### config.mk
export PLATFORM = sky130hd
export DESIGN_NAME = wdt_sequencer
export DESIGN_NICKNAME = d
export VERILOG_FILES = /design/src/rtl/wdt_pkg.sv /design/src/rtl/wdt_down_counter.sv /design/src/rtl/wdt_sequencer.sv
export SDC_FILE = /design/constraint.sdc
export NUM_CORES = 1
export LEC_CHECK = 0
export CORE_UTILIZATION = 52
export DETAILED_ROUTE_END_ITERATION = 16
export DONT_BUFFER_PORTS = 1
export MAX_ROUTING_LAYER = met4
export PLACE_DENSITY = 0.67
export SLEW_MARGIN = 20
export SYNTH_ARGS = -nofsm -noshare
export SYNTH_HDL_FRONTEND = slang
export SYNTH_SLANG_ARGS = --single-unit
### constraint.sdc
create_clock -name clk -period 3.6 [get_ports clk]
set_input_delay 1.08 -clock clk [delete_from_list [all_inputs] [get_ports clk]]
set_output_delay 1.08 -clock clk [all_outputs]
set_load 0.01 [all_outputs]
### src/rtl/wdt_pkg.sv
// -----------------------------------------------------------------------------
// wdt_pkg
// Shared definitions for the watchdog sequencer: FSM state encodings,
// register-file addresses and the default kick keys.
// -----------------------------------------------------------------------------
package wdt_pkg;

   typedef enum logic [1:0] {
      ST_IDLE      = 2'd0,
      ST_ARMED     = 2'd1,
      ST_KEY1_SEEN = 2'd2,
      ST_RESETTING = 2'd3
   } wdt_state_e;

   localparam logic [1:0] ADDR_CTRL   = 2'd0;
   localparam logic [1:0] ADDR_PERIOD = 2'd1;
   localparam logic [1:0] ADDR_KICK   = 2'd2;
   localparam logic [1:0] ADDR_WARN   = 2'd3;

   localparam logic [15:0] KEY1_DEFAULT = 16'h600d;
   localparam logic [15:0] KEY2_DEFAULT = 16'hc0de;

endpackage

### src/rtl/wdt_down_counter.sv
// -----------------------------------------------------------------------------
// wdt_down_counter
// Loadable down-counter that saturates at zero.
//   clk      : rising-edge clock
//   rst      : synchronous active-high reset (count -> 0)
//   load     : load load_val (wins over en)
//   load_val : value to load
//   en       : decrement by one, holding at zero
//   count    : current value
//   zero     : count == 0
// -----------------------------------------------------------------------------
module wdt_down_counter #(
   parameter int unsigned W = 32
) (
   input  logic         clk,
   input  logic         rst,
   input  logic         load,
   input  logic [W-1:0] load_val,
   input  logic         en,
   output logic [W-1:0] count,
   output logic         zero
);

   logic [W-1:0] count_q;
   logic [W-1:0] count_d;

   always_comb begin
      count_d = count_q;
      if (load) begin
         count_d = load_val;
      end else if (en && (count_q != '0)) begin
         count_d = count_q - W'(1);
      end
   end

   always_ff @(posedge clk) begin
      if (rst) begin
         count_q <= '0;
      end else begin
         count_q <= count_d;
      end
   end

   assign count = count_q;
   assign zero  = (count_q == '0);

endmodule

### src/rtl/wdt_sequencer.sv
// -----------------------------------------------------------------------------
// wdt_sequencer
// Windowed watchdog with a two-key kick sequence, an early-warning pulse and
// a fixed-width system reset request.
//   clk       : rising-edge clock
//   rst       : synchronous active-high reset
//   wr_valid  : one-cycle register write strobe
//   wr_addr   : 0=CTRL, 1=PERIOD, 2=KICK, 3=WARN
//   wr_data   : write data
//   wdt_reset : registered reset-request pulse, RESET_CYCLES wide
//   warn_irq  : one-cycle early-warning pulse
//   state     : current FSM state
//   count     : current countdown value
// -----------------------------------------------------------------------------
module wdt_sequencer
   import wdt_pkg::*;
#(
   parameter int unsigned PERIOD_W     = 32,
   parameter int unsigned RESET_CYCLES = 16,
   parameter logic [15:0] KEY1         = KEY1_DEFAULT,
   parameter logic [15:0] KEY2         = KEY2_DEFAULT
) (
   input  logic                clk,
   input  logic                rst,
   input  logic                wr_valid,
   input  logic [1:0]          wr_addr,
   input  logic [PERIOD_W-1:0] wr_data,
   output logic                wdt_reset,
   output logic                warn_irq,
   output logic [1:0]          state,
   output logic [PERIOD_W-1:0] count
);

   wdt_state_e          state_q, state_d;
   logic [PERIOD_W-1:0] period_q, period_d;
   logic [PERIOD_W-1:0] warn_q, warn_d;
   logic                wdt_reset_q, wdt_reset_d;
   logic                warn_irq_q, warn_irq_d;

   logic                cnt_load;
   logic [PERIOD_W-1:0] cnt_load_val;
   logic                cnt_en;
   logic [PERIOD_W-1:0] cnt;
   logic                cnt_zero;

   logic                counting;
   logic                kick;
   logic                key1_hit;
   logic                key2_hit;

   // One counter serves both phases: it counts the period while armed and
   // the remaining pulse width (RESET_CYCLES-1 down to 0) while resetting.
   wdt_down_counter #(
      .W (PERIOD_W)
   ) u_cnt (
      .clk      (clk),
      .rst      (rst),
      .load     (cnt_load),
      .load_val (cnt_load_val),
      .en       (cnt_en),
      .count    (cnt),
      .zero     (cnt_zero)
   );

   assign counting = (state_q == ST_ARMED) || (state_q == ST_KEY1_SEEN);
   assign kick     = wr_valid && (wr_addr == ADDR_KICK);
   assign key1_hit = kick && (wr_data[15:0] == KEY1);
   assign key2_hit = kick && (wr_data[15:0] == KEY2);
   assign cnt_en   = (state_q != ST_IDLE);

   always_comb begin
      state_d      = state_q;
      period_d     = period_q;
      warn_d       = warn_q;
      cnt_load     = 1'b0;
      cnt_load_val = period_q;

      unique case (state_q)
         ST_IDLE: begin
            if (wr_valid) begin
               unique case (wr_addr)
                  ADDR_CTRL: begin
                     if (wr_data[0]) begin
                        state_d  = ST_ARMED;
                        cnt_load = 1'b1;
                     end
                  end
                  ADDR_PERIOD: period_d = (wr_data == '0) ? PERIOD_W'(1) : wr_data;
                  ADDR_WARN:   warn_d   = wr_data;
                  default:     ;
               endcase
            end
         end
         ST_ARMED: begin
            // Expiry is checked first so a same-cycle kick cannot rescue it.
            if (cnt_zero) begin
               state_d      = ST_RESETTING;
               cnt_load     = 1'b1;
               cnt_load_val = PERIOD_W'(RESET_CYCLES - 1);
            end else if (key1_hit) begin
               state_d = ST_KEY1_SEEN;
            end
         end
         ST_KEY1_SEEN: begin
            if (cnt_zero) begin
               state_d      = ST_RESETTING;
               cnt_load     = 1'b1;
               cnt_load_val = PERIOD_W'(RESET_CYCLES - 1);
            end else if (key2_hit) begin
               state_d  = ST_ARMED;
               cnt_load = 1'b1;
            end else if (kick) begin
               state_d = ST_ARMED;
            end
         end
         ST_RESETTING: begin
            if (cnt_zero) begin
               state_d  = ST_ARMED;
               cnt_load = 1'b1;
            end
         end
         default: state_d = ST_IDLE;
      endcase

      // The count only rests on WARN for one cycle while counting, since the
      // reload value (PERIOD) is excluded by WARN < PERIOD.
      warn_irq_d  = counting && (cnt == warn_q) && (warn_q != '0) && (warn_q < period_q);
      wdt_reset_d = (state_d == ST_RESETTING);
   end

   always_ff @(posedge clk) begin
      if (rst) begin
         state_q     <= ST_IDLE;
         period_q    <= '0;
         warn_q      <= '0;
         wdt_reset_q <= 1'b0;
         warn_irq_q  <= 1'b0;
      end else begin
         state_q     <= state_d;
         period_q    <= period_d;
         warn_q      <= warn_d;
         wdt_reset_q <= wdt_reset_d;
         warn_irq_q  <= warn_irq_d;
      end
   end

   assign wdt_reset = wdt_reset_q;
   assign warn_irq  = warn_irq_q;
   assign state     = state_q;
   assign count     = cnt;

endmodule

### Word-level counts from Yosys, hierarchy flattened

Index checks and enable logic that the tools add are counted.
W data, S select, Z words.

| storage, ports and cells | value |
|---|---|
| register bits after elaboration | 100 |
| bits of input ports | 37 |
| output and inout port bits | 36 |
| word-level logic and storage cells | 60 |

| cells by class | value |
|---|---|
| add/subtract/negate cells | 1 |
| $lt $le $gt $ge | 1 |
| equal/unequal tests | 10 |
| mux-type cells | 22 |
| reductions and logical operators | 20 |

Operators with widths:

| cell | count |
|---|---|
| $mux W32 | 5 |
| $logic_not A32 Y1 | 2 |
| $reduce_bool A32 Y1 | 2 |
| $eq A32 B32 Y1 | 1 |
| $lt A32 B32 Y1 | 1 |
| $sub A32 B1 Y32 const B | 1 |
| $mux W2 | 9 |
| $eq A16 B15 Y1 const B | 1 |
| $eq A16 B16 Y1 const B | 1 |
| $eq A2 B2 Y1 const B | 5 |
| $pmux W2 S4 | 1 |
| $logic_and A1 B1 Y1 | 7 |
| $mux W1 | 6 |
| $reduce_and A3 Y1 | 2 |
| $eq A2 B1 Y1 const B | 2 |
| $logic_not A2 Y1 | 2 |
| $reduce_bool A2 Y1 | 2 |
| $reduce_or A2 Y1 | 2 |
| $pmux W1 S3 | 1 |
| $logic_or A1 B1 Y1 | 1 |

### Logic depth before layout (Yosys ltp)

| logic depth | value |
|---|---|
| depth in word-level cells | 7 |
| mapped depth | 10 |
| depth with buffers taken out | 9 |

### Hierarchy

Synthesis repeated with hierarchy kept, for this count alone.

| second synthesis, totals | value |
|---|---|
| cells, all modules | 769 |
| area total of the unflattened synthesis | 5935.7 um^2 |

Modules (own cells, without submodules):

| module | instances | cells an instance | area an instance (um^2) | sequential area each (um^2) |
|---|---|---|---|---|
| wdt_sequencer | 1 | 536 | 3942.5 | 1361.3 |
| wdt_down_counter | 1 | 233 | 1993.2 | 640.6 |

### Least setup slack after synthesis

No wires, ideal clock.

| timing | value |
|---|---|
| path kind | flip-flop to flip-flop |
| start | register u_cnt.count_q[15], in the netlist u_cnt.count[15] |
| end | register u_cnt.count_q[24], in the netlist u_cnt.count[24] |
| setup time | 0.079 ns |
| data arrival time | 2.831 ns |
| required time | 3.521 ns |
| slack | 0.689 ns |
| cell stages (with the launch flop) | 8 |
| buffers on the path | 0 |
| period minus slack after synthesis | 2.911 ns |
| cell sequence | dfxtp_1 -> or4_4 -> or3_4 -> or2_4 -> or4_4 -> or4_1 -> xor2_1 -> a211oi_2 |

| between the ends | value |
|---|---|
| longest elaborated chain between the ends | 4 |
| elaborated cells on any way between the ends | 12 |
| those cells by class | add/sub: 1; mux: 7; reduce/logical: 4 |

RTL lines:

| element | RTL line | source |
|---|---|---|
| start: declaration | wdt_down_counter.sv:24 | `logic [W-1:0] count_q;` |
| start signal: assignment | wdt_down_counter.sv:40 | `count_q <= count_d;` |
| branches (longest 4 deep; another with $sub A32 B1 Y32) | n/a |  |

Parallel ways; which one is timed is not known. The select of a mux whose other input is x is not followed.
A chain may end at the register's enable or synchronous reset.

### Worst setup path after layout

| timing | value |
|---|---|
| start | register u_cnt.count_q[17], in the netlist u_cnt.count[17] |
| end | register u_cnt.count_q[24], in the netlist u_cnt.count[24] |

Same word-level chain as after synthesis.

==> flow_summary.ini <==
[timing]
hold_slack_ps = 462
layout_min_cycle_time_ps = 3210
drv_slew = 0
slew_headroom_pct = 46.9
period_share_pct = 89.2
finalSetupViolCount = 0
tns_ps = 0
rsz0062_at_grt = no
finalHoldViolCount = 0
tightest_slew_ps = 794
skew_ps = 17.2
fmaxAchievable_ghz = 0.311

[final_layout]
layout.cells.non_filler = 847
drive_above_1_share_pct = 5.63
fin_util_pct = 57.6
syn_to_final_growth_pct = 6.56
nFillCells = 1013
final_nets = 778

[cts]
clock_latency_ps = 380
cts_sinks = 100
cts_max_level = 3
numCtsBuffers = 9
post-cts-setup-buffers = 0
clock_path_buffers = 2
ctsResizeCount = 0
cts_tree = done
path_clk_slew_ps = 100
cts_hold_buf = 0
root_buffer = clkbuf_8

[synthesis]
seq_area_frac_synth_pct = 35.7
synth_top_cell_by_area = dfxtp_1
syn_area_sq_um = 5610
synth_flop_cell = dfxtp_1
ys_top_cells_by_area = dfxtp_1 36%, nand2_1 9.8%, a21oi_1 8.5%
yosysWarnings = 0
postSynthAreaPerCell_sq_um = 7.81
synth_most_common_cell = nand2_1
synth_top_area_share_pct = 35.7
syn_inst = 718
synth-async-reset-ratio_pct = 0
synth_edf_count = 0
synth.net_count = 791
synth_common_cells = 146 x nand2_1, 100 x dfxtp_1, 95 x a21oi_1, 46 x xor2_1, 38 x inv_1
ys_types = 52
ys_seq_elements = 100

[global_routing]
grt_pass1_vias = 4985
grt_antenna_before_repair = 1
grt_overflow = 0
grt_usage_pct = 31.9
grt_max_degree = 101
grt_pass1_wl_microns = 26700

[floorplan]
pin_count = 73
start_util_pct = 54.1
die_w_microns = 106
die_h_microns = 106
row_count = 37
die_area_sq_um = 11200
core_sq_um = 10400

[worst_setup_path]
path_class = register to register
crit_path_start_kind = register
critPathMaxFanout = 22
arrival_ps = 3490
required_ps = 3880
worst_setup_path_end_kind = register

[run_status]
status = finished, final reports clean

[pwr]
clkPwrFrac_pct = 21.9
power.leakage_nw = 2.31
comb_power_share_pct = 38.2
p_sw_mw = 1.65
max-vdd-ir-drop_mv = 0.369
power.density_nw_per_um2 = 672
finalPower_mw = 4.02
p_seq_share_pct = 39.9
p_int_mw = 2.36
swShare_pct = 41.1

[detailed_routing]
vias_per_cell = 6.11
drt_wl_total_microns = 16700
final_antenna_net_count = 0
avgRoutedWirePerCell_microns = 19.8
drc_errors = 0
drtIter0Drc = 448
num_vias = 5178
firstDrtPassIters = 5

[worst_hold_path]
hold_class = register to register

[placed_design]
place_inst = 830
gp_congestion = 0.967
place_hpwl_microns = 12300
placement.io_buffers = 0

[job]
maxCapViolations = 0
==> routing by layer <==
layer	wire, microns	part of all wire [%]	global-route usage, %
met4	320	1.9	10.5
met1	7660	46	44.0
met3	1510	9.0	6.43
met5	0	0	-
met2	7250	43	46.5
==> worst paths after layout <==
kind / slack [ps] / endpoint / startpoint / cells after the start
min reg2reg: 460 / period_q[22]$_SDFFE_PP0P_ / period_q[22]$_SDFFE_PP0P_ / 2
max reg2reg: 390 / u_cnt.count[24]$_SDFFE_PP0P_ / u_cnt.count[17]$_SDFFE_PP0P_ / 8
max: 390 / u_cnt.count[24]$_SDFFE_PP0P_ / u_cnt.count[17]$_SDFFE_PP0P_ / 8
min: 460 / period_q[22]$_SDFFE_PP0P_ / period_q[22]$_SDFFE_PP0P_ / 2
==> through the flow <==
stage,cell area (sq um),worst slack (ps)
after global routing,5970,242
after floorplan,5610,689
after global placement,5730,509
after detailed placement,5730,444
final,5970,389
after CTS,5970,416
==> placed cells by master, fill, tap and decap left out, types with 12 or more instances in the layout <==
| cell | count |
|---|---|
| a211oi_1 | 21 |
| a21oi_1 | 95 |
| buf_4 | 12 |
| dfxtp_1 | 100 |
| ha_1 | 36 |
| inv_1 | 38 |
| nand2_1 | 146 |
| nand4_1 | 17 |
| nor2_1 | 18 |
| nor3_1 | 23 |
| nor4_1 | 30 |
| o21ai_0 | 12 |
| xnor2_1 | 12 |
| xor2_1 | 46 |
==> cells by family (layout without fill, tap and decap cells) <==
family                   Yosys count  in the layout  synth area share (%)
AND/OR/NAND/NOR                  287            287                  24.7
AO/OA/AOI/OAI                    162            162                  17.3
flip-flops                       100            100                  35.7
buffers and inverters             74             66                  5.02
XOR/XNOR                          58             58                  9.06
adder cells (fa/ha/maj)           36             36                  8.03
multiplexers                       1              1                 0.179
other                              0              1                     0
==> final cells by class <==
| class | count | area [sq um] | area share (%) |
|---|---|---|---|
| antenna | 1 | 2.50 | 0.0419 |
| clock buffer | 11 | 131 | 2.20 |
| clock inverter | 5 | 108 | 1.80 |
| inverter | 38 | 143 | 2.39 |
| multi-input combinational | 544 | 3330 | 55.7 |
| sequential | 100 | 2000 | 33.5 |
| tap | 136 | 170 | 2.85 |
| timing repair buffer | 12 | 90.1 | 1.51 |
==> registers in the layout, indices dropped and copies added (netlist names) <==
register and flops:
warn_q 32, period_q 32, state 2, warn_irq 1, u_cnt.count 32, wdt_reset 1
==> critical path, stage by stage, from the launching register on <==
cell      delay, ps
dfxtp_1         410
or4_4           520
or3_4           360
or4_2           770
o21ai_4         230
nand2_2         240
buf_4           320
a21oi_1         180
a211oi_2         70
==> power groups by stage <==
stage	clock [mW]	sequential [mW]	combinational (mW)
floorplan	0	1.53	1.16
global placement	0	1.62	1.48
detailed placement	0	1.62	1.50
CTS	0.877	1.60	1.51
global route	0.921	1.63	1.69
finish	0.878	1.60	1.53
No activity file was read; power rests on OpenSTA's default activity.
